### src/rtl/gyro_spi_pkg.sv
// Register map, CTRL reset values and FSM encoding shared by the gyro SPI responder.
// Address auto-increment is selected in the top by RESPONDER_AUTOINC_EN.
package gyro_spi_pkg;

  localparam logic [5:0] ADDR_WHO_AM_I = 6'h0F;
  localparam logic [5:0] ADDR_CTRL1    = 6'h20;
  localparam logic [5:0] ADDR_CTRL2    = 6'h21;
  localparam logic [5:0] ADDR_CTRL3    = 6'h22;
  localparam logic [5:0] ADDR_CTRL4    = 6'h23;
  localparam logic [5:0] ADDR_CTRL5    = 6'h24;
  localparam logic [5:0] ADDR_STATUS   = 6'h27;
  localparam logic [5:0] ADDR_OUT_XL   = 6'h28;
  localparam logic [5:0] ADDR_OUT_XH   = 6'h29;
  localparam logic [5:0] ADDR_OUT_YL   = 6'h2A;
  localparam logic [5:0] ADDR_OUT_YH   = 6'h2B;
  localparam logic [5:0] ADDR_OUT_ZL   = 6'h2C;
  localparam logic [5:0] ADDR_OUT_ZH   = 6'h2D;

  localparam logic [7:0] CTRL1_RST = 8'h07;
  localparam logic [7:0] CTRL2_RST = 8'h00;
  localparam logic [7:0] CTRL3_RST = 8'h00;
  localparam logic [7:0] CTRL4_RST = 8'h00;
  localparam logic [7:0] CTRL5_RST = 8'h00;

  typedef enum logic [1:0] {
    ST_IDLE  = 2'd0,
    ST_CMD   = 2'd1,
    ST_READ  = 2'd2,
    ST_WRITE = 2'd3
  } spi_state_e;

  function automatic logic is_out_addr(input logic [5:0] a);
    return (a >= ADDR_OUT_XL) && (a <= ADDR_OUT_ZH);
  endfunction

  function automatic logic is_ctrl_addr(input logic [5:0] a);
    return (a >= ADDR_CTRL1) && (a <= ADDR_CTRL5);
  endfunction

endpackage

### src/rtl/spi_edge_sync.sv
// Multi-flop synchronizer with one-cycle rise/fall pulses on the synchronized level.
// Latency STAGES clk to the level, pulses one cycle later than the prior level; no backpressure.
module spi_edge_sync #(
  parameter int   STAGES  = 2,
  parameter logic RST_VAL = 1'b1
) (
  input  logic clk,
  input  logic rst,
  input  logic din,
  output logic sync,
  output logic rise,
  output logic fall
);

  logic [STAGES-1:0] chain;
  logic              prev;

  always_ff @(posedge clk or negedge rst) begin
    if (!rst) begin
      chain <= {STAGES{RST_VAL}};
      prev  <= RST_VAL;
    end else begin
      chain <= {chain[STAGES-2:0], din};
      prev  <= chain[STAGES-1];
    end
  end

  assign sync = chain[STAGES-1];
  assign rise = sync & ~prev;
  assign fall = ~sync & prev;

endmodule

### src/rtl/gyro_spi_responder.sv
// SPI mode-3 target emulating a 3-axis gyro register file fed by fabric samples; RESPONDER_AUTOINC_EN enables ms-bit address increment.
// Inputs are oversampled (clk >= 8x sclk); OUT bytes are held stable during a burst over 0x28..0x2D and refreshed when chip_select rises.
module gyro_spi_responder
  import gyro_spi_pkg::*;
#(
  parameter logic [7:0] WHO_AM_I_VAL = 8'hD3,
  parameter int         SYNC_STAGES  = 2
) (
  input  logic        clk,
  input  logic        rst,
  input  logic        chip_select,
  input  logic        sclk,
  input  logic        mosi,
  output logic        miso,
  output logic        miso_oe,
  output logic        interrupt,
  input  logic [15:0] sample_x,
  input  logic [15:0] sample_y,
  input  logic [15:0] sample_z,
  input  logic        sample_valid,
  output logic        busy
);

  logic cs_s, cs_rise, cs_fall;
  logic sclk_level_unused, sclk_rise, sclk_fall;
  logic [SYNC_STAGES-1:0] mosi_chain;
  logic mosi_s;

  spi_edge_sync #(.STAGES(SYNC_STAGES), .RST_VAL(1'b1)) u_cs_sync (
    .clk  (clk),
    .rst  (rst),
    .din  (chip_select),
    .sync (cs_s),
    .rise (cs_rise),
    .fall (cs_fall)
  );

  spi_edge_sync #(.STAGES(SYNC_STAGES), .RST_VAL(1'b1)) u_sclk_sync (
    .clk  (clk),
    .rst  (rst),
    .din  (sclk),
    .sync (sclk_level_unused),
    .rise (sclk_rise),
    .fall (sclk_fall)
  );

  always_ff @(posedge clk or negedge rst) begin
    if (!rst) mosi_chain <= '0;
    else      mosi_chain <= {mosi_chain[SYNC_STAGES-2:0], mosi};
  end
  assign mosi_s = mosi_chain[SYNC_STAGES-1];

  spi_state_e  state, state_nxt;
  logic [2:0]  bit_cnt;
  logic [7:0]  rx_shift, tx_shift, rx_byte, rd_data;
  logic [5:0]  addr, addr_adv, rd_addr;
  logic        byte_done;

  logic [7:0]  ctrl [0:4];
  logic [47:0] out_data, pend_data;
  logic        pend_vld, zyxda, zyxor;

  assign rx_byte   = {rx_shift[6:0], mosi_s};
  assign byte_done = sclk_rise && (bit_cnt == 3'd7) && !cs_rise;
  assign busy      = (state != ST_IDLE);

`ifdef RESPONDER_AUTOINC_EN
  logic ms;
  assign addr_adv = ms ? addr + 6'd1 : addr;
`else
  assign addr_adv = addr;
`endif

  always_ff @(posedge clk or negedge rst) begin
    if (!rst) state <= ST_IDLE;
    else      state <= state_nxt;
  end

  always_comb begin
    state_nxt = state;
    if (cs_rise) begin
      state_nxt = ST_IDLE;
    end else begin
      case (state)
        ST_IDLE: if (cs_fall) state_nxt = ST_CMD;
        ST_CMD:  if (byte_done) state_nxt = rx_byte[7] ? ST_READ : ST_WRITE;
        default: ;
      endcase
    end
  end

  // The reload address is the freshly decoded one at the end of the command byte.
  assign rd_addr = (state == ST_CMD) ? rx_byte[5:0] : addr_adv;

  always_comb begin
    rd_data = 8'h00;
    case (rd_addr)
      ADDR_WHO_AM_I: rd_data = WHO_AM_I_VAL;
      ADDR_CTRL1:    rd_data = ctrl[0];
      ADDR_CTRL2:    rd_data = ctrl[1];
      ADDR_CTRL3:    rd_data = ctrl[2];
      ADDR_CTRL4:    rd_data = ctrl[3];
      ADDR_CTRL5:    rd_data = ctrl[4];
      ADDR_STATUS:   rd_data = {zyxor, 3'b000, zyxda, 3'b000};
      ADDR_OUT_XL:   rd_data = out_data[7:0];
      ADDR_OUT_XH:   rd_data = out_data[15:8];
      ADDR_OUT_YL:   rd_data = out_data[23:16];
      ADDR_OUT_YH:   rd_data = out_data[31:24];
      ADDR_OUT_ZL:   rd_data = out_data[39:32];
      ADDR_OUT_ZH:   rd_data = out_data[47:40];
      default:       rd_data = 8'h00;
    endcase
  end

  always_ff @(posedge clk or negedge rst) begin
    if (!rst) begin
      bit_cnt  <= '0;
      rx_shift <= '0;
      tx_shift <= '0;
      addr     <= '0;
      miso     <= 1'b0;
      miso_oe  <= 1'b0;
`ifdef RESPONDER_AUTOINC_EN
      ms       <= 1'b0;
`endif
    end else begin
      miso_oe <= ~cs_s;
      if (state == ST_IDLE) begin
        if (cs_fall) bit_cnt <= '0;
      end else if (!cs_rise) begin
        if (sclk_rise) begin
          rx_shift <= rx_byte;
          bit_cnt  <= bit_cnt + 3'd1;
          if (bit_cnt == 3'd7) begin
            case (state)
              ST_CMD: begin
                addr <= rx_byte[5:0];
`ifdef RESPONDER_AUTOINC_EN
                ms   <= rx_byte[6];
`endif
                if (rx_byte[7]) tx_shift <= rd_data;
              end
              ST_READ: begin
                addr     <= addr_adv;
                tx_shift <= rd_data;
              end
              default: addr <= addr_adv;
            endcase
          end
        end else if (sclk_fall && state == ST_READ) begin
          miso     <= tx_shift[7];
          tx_shift <= {tx_shift[6:0], 1'b0};
        end
      end
    end
  end

  logic hold, commit, load_now, park, rd_clr, wr_en;

  // Once a sample is parked, later ones also park so the newest always wins at commit.
  assign hold     = !cs_rise && (((state == ST_READ) && is_out_addr(addr)) || pend_vld);
  assign commit   = cs_rise && pend_vld;
  assign load_now = sample_valid && !hold;
  assign park     = sample_valid && hold;
  assign rd_clr   = (state == ST_READ) && byte_done && (addr == ADDR_OUT_ZH);
  assign wr_en    = (state == ST_WRITE) && byte_done && is_ctrl_addr(addr);

  always_ff @(posedge clk or negedge rst) begin
    if (!rst) begin
      ctrl[0]   <= CTRL1_RST;
      ctrl[1]   <= CTRL2_RST;
      ctrl[2]   <= CTRL3_RST;
      ctrl[3]   <= CTRL4_RST;
      ctrl[4]   <= CTRL5_RST;
      out_data  <= '0;
      pend_data <= '0;
      pend_vld  <= 1'b0;
      zyxda     <= 1'b0;
      zyxor     <= 1'b0;
      interrupt <= 1'b0;
    end else begin
      if (wr_en) begin
        case (addr)
          ADDR_CTRL1: ctrl[0] <= rx_byte;
          ADDR_CTRL2: ctrl[1] <= rx_byte;
          ADDR_CTRL3: ctrl[2] <= rx_byte;
          ADDR_CTRL4: ctrl[3] <= rx_byte;
          default:    ctrl[4] <= rx_byte;
        endcase
      end
      if (commit)   out_data <= pend_data;
      if (load_now) out_data <= {sample_z, sample_y, sample_x};
      if (park) begin
        pend_data <= {sample_z, sample_y, sample_x};
        pend_vld  <= 1'b1;
      end else if (commit) begin
        pend_vld  <= 1'b0;
      end
      if (commit || load_now) zyxda <= 1'b1;
      else if (rd_clr)        zyxda <= 1'b0;
      if (rd_clr)                                    zyxor <= 1'b0;
      else if (sample_valid && (zyxda || pend_vld)) zyxor <= 1'b1;
      interrupt <= zyxda & ctrl[2][3];
    end
  end

endmodule

### config.mk
export PLATFORM = sky130hd
export DESIGN_NAME = gyro_spi_responder
export DESIGN_NICKNAME = d
export VERILOG_FILES = /design/src/rtl/gyro_spi_pkg.sv /design/src/rtl/spi_edge_sync.sv /design/src/rtl/gyro_spi_responder.sv
export SDC_FILE = /design/constraint.sdc
export NUM_CORES = 1
export LEC_CHECK = 0
export BUFFER_PORTS_ARGS = -buffer_cell sky130_fd_sc_hd__buf_2
export CAP_MARGIN = 20
export CORE_AREA = 2 2 168 170
export DETAILED_ROUTE_END_ITERATION = 8
export DIE_AREA = 0 0 170 172
export SLEW_MARGIN = 10
export SYNTH_ARGS = -nofsm -noshare
export SYNTH_HDL_FRONTEND = slang
export SYNTH_SLANG_ARGS = --single-unit
### constraint.sdc
create_clock -name clk -period 3 [get_ports clk]
set_clock_uncertainty 0.05 [all_clocks]
set_input_delay 0.15 -clock clk [delete_from_list [all_inputs] [get_ports clk]]
set_output_delay 0.15 -clock clk [all_outputs]
set_load 0.01 [all_outputs]
### Word level (Yosys, flattened, before mapping)

Cells that the tools add are included.

| word-level totals | value |
|---|---|
| register bits after elaboration | 176 |
| bits of input ports | 54 |
| logic and storage cells | 135 |

| cells by class | value |
|---|---|
| add/sub/neg operators | 1 |
| $lt $le $gt $ge | 4 |
| eq/ne operators | 29 |
| mux-type cells | 24 |
| bitwise operators | 13 |
| reduce and logical (&&, ||, !) cells | 41 |

Operators with widths:

| operator | number |
|---|---|
| case mux 8 bit (13 select lines) | 1 |
| equality test 6 bit, second input constant | 17 |
| two-way mux 48 bit | 2 |
| two-way mux 8 bit | 4 |
| case mux 8 bit (2 select lines) | 1 |
| logical AND 1 bit | 15 |
| nonzero test 2 bit | 7 |
| greater-or-equal comparator 6 bit, second input constant | 2 |
| less-or-equal comparator 6 bit, second input constant | 2 |
| two-way mux 3 bit | 4 |
| AND reduction 2 bit | 5 |
| != test 3 bit, second input constant | 3 |
| AND reduction 3 bit | 3 |
| NOT 1 bit | 8 |
| AND reduction 4 bit | 2 |
| two-way mux 1 bit | 7 |
| equality test 6 x 4 -> 1 bit, second input constant | 1 |
| two-way mux 2 bit | 3 |
| two-way mux 6 bit | 1 |
| AND reduction 6 bit | 1 |
| AND 1 bit | 5 |
| equality test 2 bit, second input constant | 2 |
| != test 2 x 1 -> 1 bit, second input constant | 2 |
| case mux 2 bit (2 select lines) | 1 |
| other kinds (10) | 13 |

### Logic depth before layout (Yosys ltp)

| depth | value |
|---|---|
| depth in word-level cells | 9 |
| mapped depth | 10 |
| depth with buffers taken out | 8 |

### By module

From an unflattened synthesis, not the netlist that was laid out.

| unflattened totals | value |
|---|---|
| cell total of the unflattened synthesis | 689 |
| area total of the unflattened synthesis | 8171.6 µm² |

Modules (own cells, without submodules):

| module | times used | cells each | area an instance (µm²) | sequential area each (µm²) |
|---|---|---|---|---|
| gyro_spi_responder | 1 | 679 | 7983.9 | 4257.8 |
| spi_edge_sync | 2 | 5 | 93.8 | 78.8 |

### Worst setup path before layout

OpenSTA, ideal clock, no wires.

| timing | value |
|---|---|
| path kind | reg-to-reg |
| start point | reg u_cs_sync.prev |
| end point | reg ctrl[36] (netlist bit) |
| setup time | 0.125 ns |
| data arrival time | 2.193 ns |
| data required time | 2.825 ns |
| slack | 0.632 ns |
| cell stages (with the launch flop) | 10 |
| buffers on the path | 2 |
| period minus slack after synthesis | 2.368 ns |
| cell sequence | dfstp_2 inv_1 ha_1 clkbuf_1 nor3_1 nand4_1 nand2b_1 clkbuf_1 nor3_4 mux2_2 |

| on the way | value |
|---|---|
| longest elaborated chain between the ends | 7 |

RTL lines:

| element | line | source |
|---|---|---|
| from (decl) | spi_edge_sync.sv:16 | `logic prev;` |
| from (signal assigned) | spi_edge_sync.sv:24 | `prev <= chain[STAGES-1];` |
| NOT 1 bit | spi_edge_sync.sv:29 | `assign rise = sync & ~prev;` |
| AND 1 bit | spi_edge_sync.sv:29 |  |
| logical NOT 1 bit | gyro_spi_responder.sv:64 | `assign byte_done = sclk_rise && (bit_cnt == 3'd7) && !cs_rise;` |
| logical AND 1 bit | gyro_spi_responder.sv:64 |  |
| logical AND 1 bit (2 in series) | gyro_spi_responder.sv:166 | `assign wr_en = (state == ST_WRITE) && byte_done && is_ctrl_addr(addr);` |
| AND reduction 2 bit (no source line) | -- |  |
| to (decl) | gyro_spi_responder.sv:59 | `logic [7:0] ctrl [0:4];` |

Every way passes these cells.
A chain may end at the register's enable or synchronous reset.

### Final worst setup path

| timing | value |
|---|---|
| start point | reg state[0] |
| end point | reg tx_shift[4] |

| on the way | value |
|---|---|
| longest elaborated chain between the ends | 8 |

RTL lines:

| element | line | source |
|---|---|---|
| from (decl) | gyro_spi_responder.sv:53 | `spi_state_e state, state_nxt;` |
| from (signal assigned) | gyro_spi_responder.sv:76 | `else state <= state_nxt;` |
| equality test 2 x 1 -> 1 bit | gyro_spi_responder.sv:93, gyro_spi_responder.sv:135 |  |
| two-way mux 6 bit | -- |  |
| equality test 6 bit or equality test 6 x 4 -> 1 bit (tied branches) | gyro_spi_responder.sv:97 | `case (rd_addr)` |
| case mux 8 bit (13 select lines) | gyro_spi_responder.sv:97 |  |
| two-way mux 8 bit | gyro_spi_responder.sv:141 | `if (rx_byte[7]) tx_shift <= rd_data;` |
| case mux 8 bit (2 select lines) | gyro_spi_responder.sv:135 | `case (state)` |
| two-way mux 8 bit | gyro_spi_responder.sv:134 | `if (bit_cnt == 3'd7) begin` |
| two-way mux 8 bit | gyro_spi_responder.sv:131 | `if (sclk_rise) begin` |
| to (signal assigned) | gyro_spi_responder.sv:141 |  |
| to (signal assigned) | gyro_spi_responder.sv:145 | `tx_shift <= rd_data;` |
| to (signal assigned) | gyro_spi_responder.sv:152 | `tx_shift <= {tx_shift[6:0], 1'b0};` |
| to (decl) | gyro_spi_responder.sv:55 | `logic [7:0] rx_shift, tx_shift, rx_byte, rd_data;` |

Parallel ways exist; a longest one is shown, timed or not. The select of a mux whose other input is x is not followed.

==> reports/results.ini <==
[global_routing]
grt_pass1_vias = 6006
gr-total-overflow = 0
grt_max_degree = 70
antenna_found_initial = 0
grt_util_all_layers = 0.154
grt_pass1_wl_um = 34400

[finish]
nFillCells = 2696
drive_gt1_frac = 0.307
layout_commonest_cell = dfrtp_1
antennaDiodeCount = 0
fin_cells = 1167
nets = 866
multi_input_area_mm2 = 0.00348
regArea_mm2 = 0.00442
layout_common_cells = dfrtp_1, mux2_2, nor2_1
area_growth_pct = 24.3

[route]
wl_per_cell_um = 18.4
top_layer = met4
dr.pass1.iters = 5
drtIter0Drc = 383
antenna_left = 0
route.met3.wl_um = 926
drt-vias-per-instance = 5.03
wl_met2_um = 9880
post-route-drc-count = 0
routed_wl_um = 21400
wirelength_met1_um = 10100
vias = 5869

[timing]
hold_violations = 0
slew-limit-headroom = 0.209
fin_crit_ps = 2870
finalSetupViolCount = 0
tightest_slew_ps = 1180
timing.final.max_slew_violations = 0
fmax_ghz = 0.349
rsz0062_at_grt = false
finalSetupTns_ps = 0
post-route-period-util = 0.956

[clock_network]
clk_pin_slew_worst_paths_ps = 70
clock_latency_ps = 440
numCtsBuffers = 17
post-cts-setup-buffer-count = 0
h-tree-depth = 4
cts_tree = done
cts_resized = 0
hold_buffers = 52
cts_root_buf = clkbuf_16
cts.sinks = 176
clock_path_buffers = 2

[worst_hold_path]
min_path_type = in2reg

[worst_setup_path]
criticalPathCategory = reg2reg
start_kind = flop
end_kind = flop
cp.required_ps = 3290
path_max_fanout = 12
worstPathArrival_ps = 3160
r2r_slack_ps = 130

[logic_synthesis]
yosys.area.top_type = dfrtp_1
ys_seq_area_frac = 0.545
synthesis.nets = 741
synthCells = 683
synth_edf_count = 0
ys_async_sr_fraction = 1.00
ys_ff_latch = 176
synth-warning-count = 0
synthFlopType = dfrtp_1
synth_cell_type_count = 65
synth_top_cell_area_share = 0.515
avgSynthCellArea_um2 = 11.9
synthesis.area_mm2 = 0.00811
synthTopCellsByArea = dfrtp_1, mux2_2, mux2i_1, a21oi_1, dfstp_2

[place]
dp.cells = 1083
port_buffers = 57
globalplace.congestion = 0.917
hpwlAfterDp_um = 14900

[power_and_ir_drop]
powerDensity_mw_per_mm2 = 714
power_mw = 7.19
power.leakage_nw = 4.60
peakVddDrop_v = 0.000362

[floorplanning]
core-area_mm2 = 0.0275
initial_core_util = 0.295
io_pins = 58
die_h_um = 172
die_x_um = 170
rows = 61
die_area_mm2 = 0.0292

[flow_run]
maxCapViolCount = 0

[status]
status = finished clean

registers in the layout, indices dropped and copies added, names as in the netlist:
signal             count
u_cs_sync.chain        2
addr                   6
state                  2
u_sclk_sync.prev       1
ctrl                  40
pend_vld               1
u_cs_sync.prev         1
pend_data             48
mosi_chain             2
bit_cnt                3
zyxda                  1
miso_oe                1
out_data              48
zyxor                  1
rx_shift               7
miso                   1
tx_shift               8
u_sclk_sync.chain      2
interrupt              1
metal layers:
| layer | vias to the layer above | GRT usage |
|---|---|---|
| li1 | 2738 | - |
| met1 | 2952 | 0.212 |
| met2 | 148 | 0.240 |
| met3 | 31 | 0.0325 |
| met4 | 0 | 0.0539 |
| met5 | - | 0 |
power breakdown:
group | switching, mW | internal (mW)
Combinational | 0.824 | 0.804
Clock | 1.03 | 1.18
Sequential | 0.417 | 2.94
logic make-up (layout without fill, tap and decap cells):
logic type               Yosys count  in the layout  share of synthesized area
flip-flops                       176            176                      0.545
multiplexers                     161            161                      0.218
AND/OR/NAND/NOR                  150            150                     0.0887
AO/OA/AOI/OAI                    142            142                      0.113
buffers and inverters             50            188                     0.0292
adder cells (fa/ha/maj)            4              4                    0.00617
cell type report:
cell class              count  share of cell area
repair buffers            149               0.114
inverters                   7             0.00261
clock inverters            13              0.0140
clock buffers              19              0.0430
multi-input cells         457               0.345
flip-flops and latches    176               0.438
well taps                 346              0.0430
path summary, 6_finish.rpt:
path / start / to / cells past startpoint
worst max register to register: state[0]$_DFFE_PN0P_ / tx_shift[4]$_DFFE_PN0P_ / 7
worst min-delay path: sample_valid / zyxor$_DFFE_PN0P_ / 3
worst min register to register: u_cs_sync.chain[0]$_DFF_PN1_ / u_cs_sync.chain[1]$_DFF_PN1_ / 0
min in group asynchronous: rst / miso_oe$_DFF_PN0_ / 2
max in group asynchronous: rst / ctrl[33]$_DFFE_PN1P_ / 3
worst max-delay path: state[0]$_DFFE_PN0P_ / tx_shift[4]$_DFFE_PN0P_ / 7
synthesized netlist by cell type, types with 3 or more instances:
cell type / count
nor2_2: 4
nand2_1: 47
o221ai_1: 5
a222oi_1: 5
o21ai_1: 7
nand3_1: 3
nand4_1: 3
a21oi_1: 57
inv_1: 7
mux2_2: 98
o21a_1: 3
nor2_1: 61
a31oi_1: 7
dfstp_2: 9
mux2_1: 3
ha_1: 4
clkbuf_1: 20
buf_4: 4
mux2i_1: 57
and2_1: 3
o22ai_1: 5
o21ai_0: 14
buf_2: 15
and3_1: 3
nand2b_1: 6
dfrtp_1: 167
a22oi_1: 16
metrics by stage:
step,hold slack [ps],instance area (µm²),util,setup WS (ps)
after floorplan,-196,8110,-,632
after global placement,166,8980,0.327,242
after detailed placement,169,8980,0.327,208
after CTS,51.9,10100,0.367,167
after global routing,63.8,10100,0.367,46.4
final,58.9,10100,0.367,133
worst max-delay path, stage by stage, from the launching register on:
cell and delay [ps]:
dfrtp_1 480, and2b_1 220, buf_4 170, o21ai_1 920
a222oi_1 210, o21ai_0 370, nor4b_1 150, o221ai_1 190
Power figures use the tool's default switching activity.
